===== src/rtl/sw_debounce_pkg.sv =====
// Shared constants and helpers for the slide-switch debouncer.
// Imported by the per-bit filter and the top level.
package sw_pkg;

  localparam int DEFAULT_DEBOUNCE_CYCLES = 500000;
  localparam int DEFAULT_SYNC_STAGES     = 2;
  localparam int CLK_HZ                  = 50000000;

  function automatic int cnt_width(input int cycles);
    return (cycles < 1) ? 1 : $clog2(cycles + 1);
  endfunction

endpackage


===== src/rtl/sw_debounce_bit.sv =====
// One switch bit: synchroniser chain, stability counter,
// debounced level and registered rise/fall pulses.
module sw_debounce_bit
  import sw_pkg::*;
#(
  parameter int SYNC_STAGES     = DEFAULT_SYNC_STAGES,
  parameter int DEBOUNCE_CYCLES = DEFAULT_DEBOUNCE_CYCLES,
  parameter int CNT_W           = cnt_width(DEBOUNCE_CYCLES)
) (
  input  logic clk,
  input  logic rst,
  input  logic raw,
  output logic stable,
  output logic rise,
  output logic fall,
  output logic accept
);

  localparam logic [CNT_W-1:0] CNT_LAST =
    CNT_W'(DEBOUNCE_CYCLES - 1);

  logic [SYNC_STAGES-1:0] sync_q, sync_d;
  logic [CNT_W-1:0]       cnt_q, cnt_d;
  logic                   stable_q, stable_d;
  logic                   rise_q, rise_d;
  logic                   fall_q, fall_d;
  logic                   sync;

  always_comb begin
    sync_d   = {sync_q[SYNC_STAGES-2:0], raw};
    sync     = sync_q[SYNC_STAGES-1];
    cnt_d    = '0;
    stable_d = stable_q;
    rise_d   = 1'b0;
    fall_d   = 1'b0;
    accept   = 1'b0;
    // Any return to the stable level leaves cnt_d at zero.
    if (sync != stable_q) begin
      if (cnt_q == CNT_LAST) begin
        accept   = 1'b1;
        stable_d = sync;
        rise_d   = sync;
        fall_d   = ~sync;
      end else begin
        cnt_d = cnt_q + CNT_W'(1);
      end
    end
  end

  always_ff @(posedge clk) begin
    if (rst) begin
      sync_q   <= '0;
      cnt_q    <= '0;
      stable_q <= 1'b0;
      rise_q   <= 1'b0;
      fall_q   <= 1'b0;
    end else begin
      sync_q   <= sync_d;
      cnt_q    <= cnt_d;
      stable_q <= stable_d;
      rise_q   <= rise_d;
      fall_q   <= fall_d;
    end
  end

  assign stable = stable_q;
  assign rise   = rise_q;
  assign fall   = fall_q;

endmodule


===== src/rtl/sw_debounce.sv =====
// Debounces WIDTH slide switches for pio_0 and keeps a
// sticky change flag that software clears with an ack.
module sw_debounce
  import sw_pkg::*;
#(
  parameter int WIDTH           = 4,
  parameter int SYNC_STAGES     = DEFAULT_SYNC_STAGES,
  parameter int DEBOUNCE_CYCLES = DEFAULT_DEBOUNCE_CYCLES
) (
  input  logic             CLK,
  input  logic             RST,
  input  logic [WIDTH-1:0] Sw_raw,
  output logic [WIDTH-1:0] Sw_stable,
  output logic [WIDTH-1:0] Sw_rise,
  output logic [WIDTH-1:0] Sw_fall,
  output logic             Sw_event,
  input  logic             Sw_event_ack
);

  localparam int CNT_W = cnt_width(DEBOUNCE_CYCLES);

  logic [WIDTH-1:0] accept;
  logic             event_q, event_d;

  for (genvar i = 0; i < WIDTH; i++) begin : g_bit
    sw_debounce_bit #(
      .SYNC_STAGES     (SYNC_STAGES),
      .DEBOUNCE_CYCLES (DEBOUNCE_CYCLES),
      .CNT_W           (CNT_W)
    ) u_bit (
      .clk    (CLK),
      .rst    (RST),
      .raw    (Sw_raw[i]),
      .stable (Sw_stable[i]),
      .rise   (Sw_rise[i]),
      .fall   (Sw_fall[i]),
      .accept (accept[i])
    );
  end

  // A new acceptance beats a simultaneous ack.
  always_comb begin
    event_d = event_q;
    if (|accept) begin
      event_d = 1'b1;
    end else if (Sw_event_ack) begin
      event_d = 1'b0;
    end
  end

  always_ff @(posedge CLK) begin
    if (RST) begin
      event_q <= 1'b0;
    end else begin
      event_q <= event_d;
    end
  end

  assign Sw_event = event_q;

endmodule

===== config.mk =====
export PLATFORM = sky130hd
export DESIGN_NAME = sw_debounce
export DESIGN_NICKNAME = d
export VERILOG_FILES = /design/src/rtl/sw_debounce_pkg.sv /design/src/rtl/sw_debounce_bit.sv /design/src/rtl/sw_debounce.sv
export SDC_FILE = /design/constraint.sdc
export NUM_CORES = 1
export LEC_CHECK = 0
export CAP_MARGIN = 25
export CORE_MARGIN = 3
export CORE_UTILIZATION = 54
export CTS_CLUSTER_DIAMETER = 50
export CTS_CLUSTER_SIZE = 12
export DETAILED_ROUTE_END_ITERATION = 10
export GPL_TIMING_DRIVEN = 0
export HOLD_SLACK_MARGIN = 0.15
export PLACE_DENSITY_LB_ADDON = 0.1
export SYNTH_ARGS = -nofsm -noshare
export SYNTH_HDL_FRONTEND = slang
export SYNTH_SLANG_ARGS = --single-unit

===== constraint.sdc =====
create_clock -name CLK -period 2 [get_ports CLK]
set_clock_uncertainty 0.1 [all_clocks]
set_input_delay 0.4 -clock CLK [delete_from_list [all_inputs] [get_ports CLK]]
set_output_delay 0.4 -clock CLK [all_outputs]
set_load 0.01 [all_outputs]

==> metrics.md <==
| Metric | Value |
|---|---|
| Peak supply drop | `0.406 mV` |
| Final setup vio count | `0` |
| Critical Path AT | `2100 ps` |
| Post-DP HPWL | `5290 um` |
| Multi-input gate area | `approximately 0.0021 mm^2` |
| Final #Nets | `518` |
| Die area | `0.00881 mm^2` |
| Num CTS Buffers | `9` |
| Initial antenna violation count | `0` |
| Layout cell share with drive strength beyond 1 | `between 10% and 20%` |
| Rows | `31` |
| First-pass GRT wire length | `13200 um` |
| Max_slew headroom | `71.1%` |
| Hold_ws | `342 ps` |
| Hold_buf cts | `0` |
| Max H-tree Level | `3` |
| Max FO, Critical Path | `7` |
| Max cap viols | `0` |
| Leak pwr | `between 0.0015 and 0.002 uW` |
| Total clock sinks | `97` |
| Tot GR Track Use | `18.3%` |
| Crit path from | `g_bit[1].u_bit.cnt_q[2]$_SDFF_PP0_` |
| Reg2reg start | `g_bit[1].u_bit.cnt_q[2]$_SDFF_PP0_` |
| Critical path class | `flop to flop` |
| Final GP Congestion | `~0.8` |
| CORE AREA | `0.00737 mm^2` |
| Worst Path Required | `2190 ps` |
| Outcome | `completed` |
| Post-Layout Inst Area | `0.00485 mm^2` |
| Starting density of the core | `56.6%` |
| GRT overflow | `0` |
| Fin crit period | `1910 ps` |
| PD cells | `between 600 and 700 mW/mm^2` |
| Hold Vio Cnt, Final | `0` |
| Warning count from the yosys run | `0` |
| Layout fillers | `636` |
| DRT Pass-1 Iters | `4` |
| Max Freq | `523 MHz` |
| Reg-to-reg setup timing slack | `90 ps` |
| Post-synthesis cell count | `470` |
| Via count of the routed design | `3337` |
| Type of origin of the critical path | `flop` |
| Slew Limit Fails | `0` |
| CTS root buf | `clkbuf_8` |
| Largest net degree at the start of global routing | `16` |
| DP Area | `0.00449 mm^2` |
| Syn_area_per_cell | `a little under 9 um^2` |
| Post-synthesis register bit count | `97` |
| Mapped Area | `about 0.0042 mm^2` |
| Netlist cell types | `38` |
| Fin crit share | `a little over nine tenths` |
| Storage element area | `0.00196 mm^2` |
| Sequential share of the synthesized area | `46.6%` |
| Detail Route Antenna Nets | `0` |
| DRC violations left | `0` |
| Clk_lat worst skew | `350 ps` |
| Pwr Total | `3390 uW` |
| Mapped Nets | `481` |
| I/O Buffers | `19` |
| WL final | `roughly 7700 um` |
| Longest Clk Path Bufs | `2` |
| Yosys top cell area share | `46.6%` |
| Fin cells | `610` |
| Ant diodes | `0` |
| Crit path to | `g_bit[1].u_bit.cnt_q[17]$_SDFF_PP0_` |
| Worst setup EP type | `flop` |
| Top cells by area, synth | `dfxtp_1 47%, xor2_1 7.1%, nor2_1 4.8%` |
| DR vias/cell | `5.47` |
| Vias in the first global route | `3039` |
| First DRT Iteration DRCs | `69` |
| CTS tree | `built` |
| Worst hold path type | `flop to flop` |
| P&R area growth vs syn | `16.4%` |
| Area leader, netlist | `dfxtp_1` |
| Reg2reg end | `g_bit[1].u_bit.cnt_q[17]$_SDFF_PP0_` |
| Worst-margin pin slew | `434 ps` |
| Clock Pin Slew Worst Setup and Hold Paths | `80 ps` |
| Die Y | `93.9 um` |
| Chip Width | `93.9 um` |
| IO Pins | `20` |
| Cell total after placement | `588` |
| FF-to-FF path depth | `5` |
| WL/cell | `12.6 um` |
| RSZ-0062 raised after global routing | `true` |
| Setup TNS | `0 ps` |
-- layout by cell type, fill, tap and decap left out, drive strengths merged --
cell	count
dfxtp	97
nor2	53
xor2	34
a21oi	29
buf	27
nand4	24
nand3	23
nand2	23
o21ai	21
or3	19
clkdlybuf4s50	19
clkbuf	17
inv	16
xnor2	13
or4	13
o31ai	11
nor4	9
nor2b	9
and3	9
nor3	8
and4	7
and2	5
nor4b	5
ha	4
nor3b	2
nand3b	2
or2	2
and4b	2
bufinv	2
nor4bb	1
o21bai	1
nand2b	1
o32ai	1
o41a	1
clkinvlp	1
-- worst max-delay path, stage by stage, from the launching register on --
cell,delay [ps]
dfxtp_4,390
nand3_4,100
or4_1,510
buf_4,170
or4_1,460
a21oi_1,120
-- worst min-delay path by stage --
stage                                         from                             endpoint  slack [ps]  cells after the start
2_1_floorplan   g_bit[2].u_bit.cnt_q[0]$_SDFF_PP0_   g_bit[2].u_bit.cnt_q[0]$_SDFF_PP0_         310                      1
3_3_place_gp   g_bit[2].u_bit.sync_q[0]$_SDFF_PP0_  g_bit[2].u_bit.sync_q[1]$_SDFF_PP0_         320                      1
3_5_place_dp   g_bit[3].u_bit.sync_q[0]$_SDFF_PP0_  g_bit[3].u_bit.sync_q[1]$_SDFF_PP0_         330                      1
4_1_cts         g_bit[2].u_bit.cnt_q[0]$_SDFF_PP0_   g_bit[2].u_bit.cnt_q[0]$_SDFF_PP0_         350                      1
5_1_grt        g_bit[1].u_bit.sync_q[0]$_SDFF_PP0_  g_bit[1].u_bit.sync_q[1]$_SDFF_PP0_         360                      1
6_report        g_bit[2].u_bit.cnt_q[0]$_SDFF_PP0_   g_bit[2].u_bit.cnt_q[0]$_SDFF_PP0_         340                      1
-- metrics by stage --
stage / utilization (%) / setup slack [ps]
final: 65.8 / 88.0
after global routing: 65.8 / -9.11
after CTS: 64.8 / 4.99
after detailed placement: 60.9 / -570
after global placement: 60.9 / -577
after floorplan: - / 59.2
-- routing by layer --
metal / track usage [%] / vias up / part of all wire (%)
met3: 2.64 / 10 / 3.0
met1: 24.0 / 1549 / 49
met5: 0 / - / 0
met4: 7.22 / 0 / 1.1
li1: - / 1737 / -
met2: 30.4 / 41 / 47
-- timing repair --
item | 4_1_cts | 5_1_grt
endpoints found under the setup margin | 56 | 49
gates resized for setup | 14 | 13
pin swaps | 4 | 5
cloned | 0 | 0
setup buffers | 4 | 7
-- logic make-up after synthesis --
family,synth area share (%)
AOI/OAI and AO/OA,8.74
xor gates and xnor gates,9.88
adders and majority gates,1.20
and+or+nand+nor,28.7
DFF,46.6
buffers and inverters,4.86
-- power by group --
| part | switching [uW] | total, uW | internal (uW) |
|---|---|---|---|
| Clock | 651 | 1390 | 737 |
| Combinational | 30.9 | 57.8 | 26.9 |
| Sequential | 6.12 | 1940 | 1940 |
| Total | 688 | 3390 | 2700 |
-- area by class of cell --
type	instances	share of cell area, %
Buffer	22	2.81
Timing Repair Buffer	30	5.62
Clock inverter	4	1.57
Tap cell	99	2.55
Multi-Input combinational cell	332	43.0
Inverter	15	1.16
Sequential cell	97	40.4
Clock buffer	11	2.91
-- cells in the mapped netlist, drive strengths merged --
master	instances
o21bai	1
xor2	34
nand3	23
nand3b	2
or4	13
o21ai	21
clkbuf	10
inv	15
or2	2
buf	16
a21oi	29
nor3	8
nor4bb	1
or3	19
o31ai	11
dfxtp	97
o41a	1
and2	5
nor2	53
and3	9
nand2	23
nor4	9
nor4b	5
nor3b	2
ha	4
nand4	24
and4b	2
nand2b	1
xnor2	13
nor2b	9
o32ai	1
and4	7
-- flip-flops by register name, summed over array words and instances, names as in the netlist --
signal,cells
g_bit.u_bit.stable,4
Sw_event,1
g_bit.u_bit.sync_q,8
g_bit.u_bit.rise,4
g_bit.u_bit.fall,4
g_bit.u_bit.cnt_q,76
Power figures use the tool's default switching activity.
==> patch, RTL diff (same settings) <==
Make the reset (`RST` and `rst`) asynchronous in 2 clocked blocks.
--- a/src/rtl/sw_debounce_bit.sv
+++ b/src/rtl/sw_debounce_bit.sv
@@ -48,5 +48,5 @@
   end
 
-  always_ff @(posedge clk) begin
+  always_ff @(posedge clk or posedge rst) begin
     if (rst) begin
       sync_q   <= '0;
--- a/src/rtl/sw_debounce.sv
+++ b/src/rtl/sw_debounce.sv
@@ -49,5 +49,5 @@
   end
 
-  always_ff @(posedge CLK) begin
+  always_ff @(posedge CLK or posedge RST) begin
     if (RST) begin
       event_q <= 1'b0;
Check against the original RTL: no difference found for any inputs over 10 cycles, from zero or initial values and one cycle with RST high; that may be too few to reach the edited logic, so the function may still have changed.
==> patch against the unedited design <==
  * Critical path depth up 1
  * Wire length up 18%
  * Design area up 17%
  * Global-route usage up 1.1 points
  * Sequential cell count unchanged
  * Worst setup slack worse by 76 ps
  * Area after synthesis up 12%
  * Sequential share of layout area up 2.7 points
  * Hold slack worse by 110 ps
  * Count of clock-buffer cells in the layout up 2
Power is not compared: it rests on default switching activity, and its combinational part moved more than twofold at a synthesized area within 25%.
==> patch: results (changes against the unedited design) <==
- Outcome: finished clean
- Post-placement worst setup slack: -287 ps (+283 ps)
- Fraction of final layout cells with drive strength greater than 1: 0.237 (+0.113)
- Total wirelength of the detailed-routed design: 9100 um (+18%)
- Max reg flops: 76 (unchanged)
- Static leakage: 0.00225 uW
- Diode count: 0 (unchanged)
- TritonCTS buffer count: 9 (unchanged)
- Vias in the first global route: 3,407 (+12%)
- Overall Global Routing Usage: 0.195 (+0.0112)
- Worst stage delay on the critical path: 540 ps (+30 ps)
- Total number of yosys warnings: 0 (unchanged)
- CTS H-tree depth: 3 (unchanged)
- Total via count after detailed routing: 3,522 (+5.5%)
- Share of the synthesized area in the top cell type: 0.522 (+0.0557)
- Clock network latency to the later pin of the worst-skew pair: 350 ps (about the same)
- Hold Path Class: input pin to async pin
- Biggest registers after layout: g_bit.u_bit.cnt_q: 76 flops, g_bit.u_bit.sync_q: 8 flops
- Crit path arrival time: 2140 ps (+40 ps)
- Critical-path top delay cell: sky130_fd_sc_hd__or4_4
- First DRT Iteration DRCs: 103 (+49%)
- Largest net degree at the start of global routing: 35 (+19)
- Number of nets in the synthesized netlist: 465 (-3.3%)
- Async set-or-reset flop fraction in the synthesized netlist: 1.00 (+1.00)
- Fillers: 647 (+1.7%)
- Ranking of synthesized cells by instance count: 97 x sky130_fd_sc_hd__dfrtp_1, 63 x sky130_fd_sc_hd__nor2_1, 42 x sky130_fd_sc_hd__xnor2_1
- Number of different library cells in the post-synthesis netlist: 44 (+16%)
- Post-synthesis instance total: 454 (-3.4%)
- First-pass GRT wire length: 15,700 um (+19%)
- Register area share after synthesis: 0.522 (+0.0557)
- Clock slew seen by the registers of the worst setup and hold paths: 90 ps
- Post-layout instance count excluding filler cells: 625 (+2.5%)
- Peak ir drop on the vdd network: 450 uV
- Largest cells by area after synthesis: sky130_fd_sc_hd__dfrtp_1 52%, sky130_fd_sc_hd__xnor2_1 7.9%, sky130_fd_sc_hd__nor2_1 5.1%, sky130_fd_sc_hd__or3_1 2.4%, sky130_fd_sc_hd__nand3_1 2.4%
- Max Slew Vio Count: 0 (unchanged)
- Initial antenna violation count: 0 (unchanged)
- Half-perimeter wire length after detailed placement: 5930 um (+12%)
- CP Max Fanout: 6 (-1)
- Normalized max-slew margin: 0.679 (-0.0311)
- Number of buffers added on ports: 19 (unchanged)
- Net total in the final layout: 526 (+1.5%)
- # placed instances: 581 (-1.2%)
- Root Buffer: sky130_fd_sc_hd__clkbuf_8
- Maximum clock insertion buffer count: 2 (unchanged)
- Number of detailed-routing iterations run before antenna repair: 4 (unchanged)
- Routability-driven placement congestion ratio: 0.769 (-3.5%)
-- patch: metal layers --
layer  up-vias  share of wire  track usage
met1      1713           0.46        0.274
met4         0          0.022       0.0788
met5         -              0            0
met3        19          0.035       0.0311
met2        70           0.48        0.303
li1       1720              -            -
-- patch: cells by family (layout without fill, tap and decap cells) --
kind of cell,Yosys count,after routing,share of synthesized area
AND/OR/NAND/NOR,213,213,0.256
XOR/XNOR,54,54,0.102
buffers and inverters,36,102,0.0422
multiplexers,4,4,0.00968
adder cells (fa/ha/maj),4,4,0.0108
AO/OA/AOI/OAI,46,46,0.0581
flip-flops,97,97,0.522
-- patch: power by group --
part	total (uW)	internal [uW]	switching, uW
registers	2020	1990	33.1
logic	173	78.9	94.1
clock network	1330	706	627
-- patch: final timing paths --
check	slack (ps)	cells after the start	from	endpoint
min reg2reg	250	0	g_bit[3].u_bit.sync_q[0]$_DFF_PP0_	g_bit[3].u_bit.sync_q[1]$_DFF_PP0_
min	240	2	RST	g_bit[2].u_bit.cnt_q[13]$_DFF_PP0_
max reg2reg	10	6	g_bit[0].u_bit.cnt_q[12]$_DFF_PP0_	g_bit[0].u_bit.cnt_q[13]$_DFF_PP0_
min in group CLK	250	0	g_bit[3].u_bit.sync_q[0]$_DFF_PP0_	g_bit[3].u_bit.sync_q[1]$_DFF_PP0_
max	10	6	g_bit[0].u_bit.cnt_q[12]$_DFF_PP0_	g_bit[0].u_bit.cnt_q[13]$_DFF_PP0_
max in group asynchronous	870	4	RST	g_bit[3].u_bit.cnt_q[3]$_DFF_PP0_
-- patch: final cells by class --
type,instances,area (um2),area share
sequential,97,2440,0.431
inverter,15,60.1,0.0106
buffer,21,161,0.0285
timing repair buffer,50,477,0.0843
tap,105,131,0.0232
multi-input combinational,321,2180,0.386
clock inverter,3,65.1,0.0115
clock buffer,13,139,0.0246
-- patch: what timing repair did --
action	in CTS	in global routing
gates cloned	1	0
pin swaps	6	9
setup endpoints to repair	58	52
gates resized for setup	18	37
setup buffers	9	18
hold endpoints to repair	0	0
-- patch: stage by stage --
stage | power, uW | instance area (um2)
2_1_floorplan | 2140 | 4660
3_3_place_gp | 2180 | 4980
3_5_place_dp | 2200 | 5040
4_1_cts | 3550 | 5380
5_1_grt | 3690 | 5660
6_report | 3530 | 5660
-- patch: worst max-delay path, delay by kind of cell, from the launching register on --
family	cells	cell delay [ps]
buffers and inverters	2	260
AO/OA/AOI/OAI	1	180
flip-flops	1	430
AND/OR/NAND/NOR	3	910
